## src/rtl/pulse_period_meter.sv

```systemverilog
// Measures the interval between pulse events on in, reporting it as a tick count
// (cycles between events minus 1), with lock detection and a sticky overflow flag.
module pulse_period_meter #(
  parameter int N          = 8,
  parameter int LOCK_COUNT = 4
) (
  input  logic         clk,
  input  logic         rst,
  input  logic         ena,
  input  logic         in,
  output logic [N-1:0] period,
  output logic         valid,
  output logic         locked,
  output logic         overflow
);

  // state | meaning
  // IDLE  | no reference event yet; next event only arms
  // ARMED | counting enabled cycles since the last event
  localparam logic [0:0] S_IDLE  = 1'b0;
  localparam logic [0:0] S_ARMED = 1'b1;

  localparam int              MW        = $clog2(LOCK_COUNT) + 1;
  localparam logic [N-1:0]    CNT_MAX   = '1;
  localparam logic [MW-1:0]   MATCH_TOP = MW'(LOCK_COUNT - 1);

  logic [0:0]    r_state;
  logic [N-1:0]  r_counter;
  logic [N-1:0]  r_period;
  logic          r_valid;
  logic          r_locked;
  logic          r_overflow;
  logic [MW-1:0] r_match;
  logic          r_first;

  logic          w_event;
  logic [MW-1:0] w_match_next;

  assign w_event = ena & in;

  // The first measurement after arming has nothing valid to compare against.
  always_comb begin
    w_match_next = '0;
    if (!r_first && (r_counter == r_period)) begin
      if (r_match == MATCH_TOP) w_match_next = r_match;
      else                      w_match_next = r_match + 1'b1;
    end
  end

  always_ff @(posedge clk or posedge rst) begin
    if (rst) begin
      r_state    <= S_IDLE;
      r_counter  <= '0;
      r_period   <= '0;
      r_valid    <= 1'b0;
      r_locked   <= 1'b0;
      r_overflow <= 1'b0;
      r_match    <= '0;
      r_first    <= 1'b1;
    end else begin
      r_valid <= 1'b0;
      if (w_event) begin
        r_counter <= '0;
        if (r_state == S_IDLE) begin
          r_state <= S_ARMED;
          r_first <= 1'b1;
        end else begin
          r_valid    <= 1'b1;
          r_period   <= r_counter;
          r_overflow <= 1'b0;
          r_first    <= 1'b0;
          r_match    <= w_match_next;
          r_locked   <= (w_match_next == MATCH_TOP);
        end
      end else if (ena && (r_state == S_ARMED)) begin
        // An event at CNT_MAX is still a legal measurement; only a further idle cycle overflows.
        if (r_counter == CNT_MAX) begin
          r_state    <= S_IDLE;
          r_counter  <= '0;
          r_overflow <= 1'b1;
          r_locked   <= 1'b0;
          r_match    <= '0;
        end else begin
          r_counter <= r_counter + 1'b1;
        end
      end
    end
  end

  assign period   = r_period;
  assign valid    = r_valid;
  assign locked   = r_locked;
  assign overflow = r_overflow;

endmodule

```

## config.mk

```make
export PLATFORM = sky130hd
export DESIGN_NAME = pulse_period_meter
export DESIGN_NICKNAME = d
export VERILOG_FILES = /design/src/rtl/pulse_period_meter.sv
export SDC_FILE = /design/constraint.sdc
export NUM_CORES = 1
export LEC_CHECK = 0
export CAP_MARGIN = 40
export CORE_ASPECT_RATIO = 0.9
export CORE_MARGIN = 2
export CORE_UTILIZATION = 57
export CTS_BUF_LIST = sky130_fd_sc_hd__clkbuf_8
export CTS_CLUSTER_DIAMETER = 200
export DETAILED_ROUTE_END_ITERATION = 10
export PLACE_DENSITY = 0.79
export SLEW_MARGIN = 20
export SYNTH_ARGS = -nofsm -noshare
export SYNTH_HDL_FRONTEND = slang
export SYNTH_SLANG_ARGS = --single-unit
```

## constraint.sdc

```tcl
create_clock -name clk -period 2.6 [get_ports clk]
set_clock_uncertainty 0.2 [all_clocks]
set_input_delay 0.52 -clock clk [delete_from_list [all_inputs] [get_ports clk]]
set_output_delay 0.52 -clock clk [all_outputs]
set_load 0.05 [all_outputs]
```

# --- After elaboration in Yosys (flattened, before gate mapping) ---
# Index checks and enable logic that the tools add are counted.
totals:
  output_inout_bits: 11
  regBits: 24
classes:
  reduce_logical: 8
  n_bitwise: 1
  add_sub_neg: 2
  n_mux: 21
  n_eq_ne: 5
ops:
  columns: ["op", "count"]
  rows:
  - ["$mux W8", 3]
  - ["$mux W3", 6]
  - ["$mux W1", 12]
  - ["$add A8 B1 Y8 const B", 1]
  - ["$eq A8 B8 Y1", 1]
  - ["$eq A8 B8 Y1 const B", 1]
  - ["$eq A3 B2 Y1 const B", 2]
  - ["$reduce_and A2 Y1", 2]
  - ["$reduce_bool A2 Y1", 2]
  - ["$add A3 B1 Y3 const B", 1]
  - ["$reduce_and A3 Y1", 1]
  - ["$logic_and A1 B1 Y1", 2]
  - ["$ne A2 B2 Y1 const B", 1]
  - ["$and A1 B1 Y1", 1]
  - ["$logic_not A1 Y1", 1]

# --- Depth between registers and ports, before layout ---
logic_depth:
  ltp_word: 6
  mapped_depth: 6
  mapped_depth_nobuf: 5

# --- Worst setup path before layout ---
# No wires, ideal clock.
synth_timing:
  kind: "flip-flop to flip-flop"
  start: "reg r_match[0]"
  end: "reg r_locked, in the netlist locked"
  path_slack_ps: 816
  required_ps: 2332
  path_buffers: 0
  t_arrival_ps: 1516
  path_stages_with_launch: 5
  path_cell_list: "dfrtp_1 -> ha_1 -> or4b_2 -> nand3_1 -> a32o_1"
synth_between:
  elab_chain_len: 6
  elab_cells_between_ends: 7
  classes_between: "add/sub (1); eq/ne (2); mux (4)"
synth_lines:
  columns: ["item", "line_no", "rtl"]
  rows:
  - ["start, declared", "33", "logic [MW-1:0] r_match;"]
  - ["start signal, assigned", "72", "r_match <= w_match_next;"]
  - ["$add A3 B1 Y3 / $eq A3 B2 Y1 (equally long branches)", "46, 45", null]
  - ["$mux W3 *", "45", "if (r_match == MATCH_TOP) w_match_next = r_match;"]
  - ["$mux W3 *", "44", "if (!r_first && (r_counter == r_period)) begin"]
  - ["$eq A3 B2 Y1 *", "73", "r_locked <= (w_match_next == MATCH_TOP);"]
  - ["$mux W1 *", "64", "if (r_state == S_IDLE) begin"]
  - ["$mux W1 *", "62", "if (w_event) begin"]
  - ["end signal, assigned", "73", null]
  - ["end, declared", "31", "logic r_locked;"]
# Mark *: on every way between the ends. The rest lies on a longest branch, timed or not. The select of a mux whose other input is x is not followed.
# A chain may end at the register's enable or synchronous reset.

# --- Worst setup path after layout ---
layout_timing:
  start: "reg r_period[2], in the netlist period[2]"
  end: "out period[2]"
layout_lines:
  columns: ["item", "line_no", "rtl"]
  rows:
  - ["start, declared", "29", "logic [N-1:0] r_period;"]
  - ["start signal, assigned", "69", "r_period <= r_counter;"]
  - ["end, declared", "11", "output logic [N-1:0] period,"]
# No word-level cell between the ends.

==> results by group <==
CTS
  • Reg clk slew, reported paths: 80 ps
  • CTS resizes: 0
  • H-tree Lvls: 1
  • Number of buffers created by CTS: 3
  • Root Driver: clkbuf_8
  • Worst-skew pair later-pin latency: 270 ps
  • CTS tree: done
  • Clock buffer depth: 2
  • Hold buffer count at cts: 0
  • Post-CTS setup buffers: 0
  • Clock Sink Count: 24

Route
  • DRC viols: 0
  • DRT antenna net count: 0
  • DRC violation total after the first TritonRoute iteration: 27
  • First drt pass iteration count: 4
  • Drt via density: 5.83
  • Total Wirelength: 2520 um
  • Vias post-DR: 986
  • Routed length per instance: 14.9 um

Cells and area
  • Fin nets: 151
  • Design Area, Final: 1450 um^2
  • Most common cell after layout, fill and taps aside: nand2_1
  • Antenna diodes: 0
  • Finished Core Util: 0.735
  • Fraction of layout cells with a size suffix above 1: 0.111
  • Area growth from synthesis to layout: 17.7%
  • Most frequent cells in the layout: nand2_1, dfrtp_1, clkdlybuf4s50_1, xor2_1, xnor2_1

Die
  • Initial Util: 0.624
  • Die footprint: 2550 um^2
  • Core area: 1970 um^2
  • Die X: 53.0 um
  • Die H: 48.1 um
  • Ports: 15
  • # rows: 15

Timing
  • Pins over their slew limit: 0
  • Setup repair after global routing missed its margin: false
  • Post-route setup TNS: 0 ps
  • PnR worst setup slack: 391 ps
  • Fmax: 453 MHz
  • Minimum clock period: 2210 ps
  • Final hold viol count: 0
  • Final Setup Violations: 0
  • Final hold slack: 305 ps
  • Max-slew headroom: 0.644
  • Worst Tran Pin Value: 533 ps
  • Post-route clock period utilization: 0.850

Setup path
  • Worst path max stage delay: 820 ps
  • Crit path capture type: primary output
  • WS Path Type: flip-flop to primary output
  • Worst Setup Start Kind: flip-flop
  • Crit path buf inv count: 1
  • Crit Path Max Fanout: 3
  • Required @ worst endpoint: 1880 ps
  • Crit path max-delay family: buffers and inverters
  • Critical Path, Cell by Cell: clkdlybuf4s50_1
  • Worst EP arrival: 1490 ps
  • Slowest CP cell: clkdlybuf4s50_1

Logic synthesis
  • EDFF count, synth: 0
  • Syn_nets: 133
  • Sequential fraction of the synthesis area: 0.489
  • Mapped Cells: 127
  • Synth top area cells: dfrtp_1, nand2_1, xnor2_1, xor2_1, a32o_1
  • Largest family of logic cells by synthesized area: simple AND/OR/NAND/NOR gates
  • Post-Synth XOR/XNOR Area: 0.0855
  • Syn avg cell area: 9.68 um^2
  • Async S/R FF share, synth: 1.00
  • #FFs+latches synth: 24
  • Synth area leader: dfrtp_1
  • Synth top area share: 0.468
  • Prevailing post-synth register cell: dfrtp_1
  • Post-synthesis mux area share: 0.00916
  • Synth Area in Simple Gates: 0.241
  • Post-Synth Adder-Cell Area: 0.0203
  • Distinct cells, synth: 32
  • Synthesized area: 1230 um^2
  • Synth Warn #: 0
  • Synth Area in Compound Gates: 0.113

Min path
  • Worst min path class: flip-flop to flip-flop

GRT
  • All-Layer GR Usage: 0.241
  • Initial antenna violation count: 0
  • Via count of the first global-routing pass: 891
  • Total grt overflow: 0
  • Pin count of the biggest net entering global routing: 16
  • Global-route wire length before repair: 4160 um

Placement
  • Post-Place Worst Slack: 322 ps
  • Routability-driven placement congestion ratio: 0.864
  • Post-placement cell area: 1400 um^2
  • Port buffer count: 14
  • Detailed placement HPWL: 1860 um

Pwr
  • Power Density: 583 nW/um^2
  • P_leak: 0.685 nW
  • Worst IR drop on VDD: 0.470 mV

Outcome
  • Run status: complete, no violations

Run
  • Number of max-cap violations: 0
==> metrics by stage <==
stage,cells,power (mW)
floorplan,127,0.568
global placement,165,0.620
CTS,169,0.848
finish,169,0.843
global route,169,0.886
detailed placement,165,0.629
==> cell families after synthesis <==
group                    after synthesis
flip-flops                            24
adder cells (fa/ha/maj)                2
AND/OR/NAND/NOR                       58
AO/OA/AOI/OAI                         20
multiplexers                           1
XOR/XNOR                              12
buffers and inverters                 10
==> worst reg2reg max path, cell delays in order, from the launching register on <==
cell     delay, ps
dfrtp_1        450
ha_1           340
or4b_2         590
nand3_1         90
a32o_1         170
==> cell usage after synthesis (all sizes together), types with 3 or more instances <==
| library cell | n |
|---|---|
| a21oi | 5 |
| a32o | 5 |
| and4 | 3 |
| buf | 4 |
| dfrtp | 23 |
| inv | 4 |
| nand2 | 32 |
| nand3 | 5 |
| nor2 | 4 |
| nor3 | 4 |
| o21ai | 5 |
| xnor2 | 6 |
| xor2 | 6 |
==> state kept, by name, indices dropped and copies added (netlist names) <==
signal / flops
overflow: 1
r_match: 3
r_state: 1
r_first: 1
valid: 1
r_counter: 8
period: 8
locked: 1
==> path summary, 6_finish.rpt <==
path	endpoint	slack, ps	start	depth (start not counted)
hold reg to reg	overflow$_DFFE_PP0P_	310	overflow$_DFFE_PP0P_	2
setup / recovery	period[2]	390	period[2]$_DFFE_PP0P_	1
setup reg to reg	locked$_DFFE_PP0P_	690	r_match[0]$_DFFE_PP0P_	4
hold / removal	overflow$_DFFE_PP0P_	310	overflow$_DFFE_PP0P_	2
max in group asynchronous	r_counter[7]$_DFFE_PP0P_	1280	rst	3
min in group asynchronous	valid$_DFF_PP0_	380	rst	2
==> metal layers <==
layer | GRT usage | vias up | share of wire
met2 | 0.393 | 21 | 0.48
met5 | 0 | - | 0
met4 | 0.0923 | 0 | 0.015
met3 | 0.0688 | 4 | 0.043
li1 | - | 479 | -
met1 | 0.313 | 482 | 0.46
==> layout make-up <==
class	instances	area (um^2)
Clock inverter	1	3.75
Multi-Input combinational cell	93	577
Tap cell	25	31.3
Timing Repair Buffer	19	178
Fill cell	146	523
Clock buffer	3	41.3
Inverter	4	15.0
Sequential cell	24	602
==> power breakdown <==
| group | total [mW] | switching (mW) | internal, mW | leakage, nW |
|---|---|---|---|---|
| sequential | 0.434 | 0.0330 | 0.401 | 0.321 |
| clock | 0.221 | 0.115 | 0.106 | 0.0269 |
| combinational | 0.189 | 0.108 | 0.0805 | 0.337 |
Power figures use the tool's default switching activity.
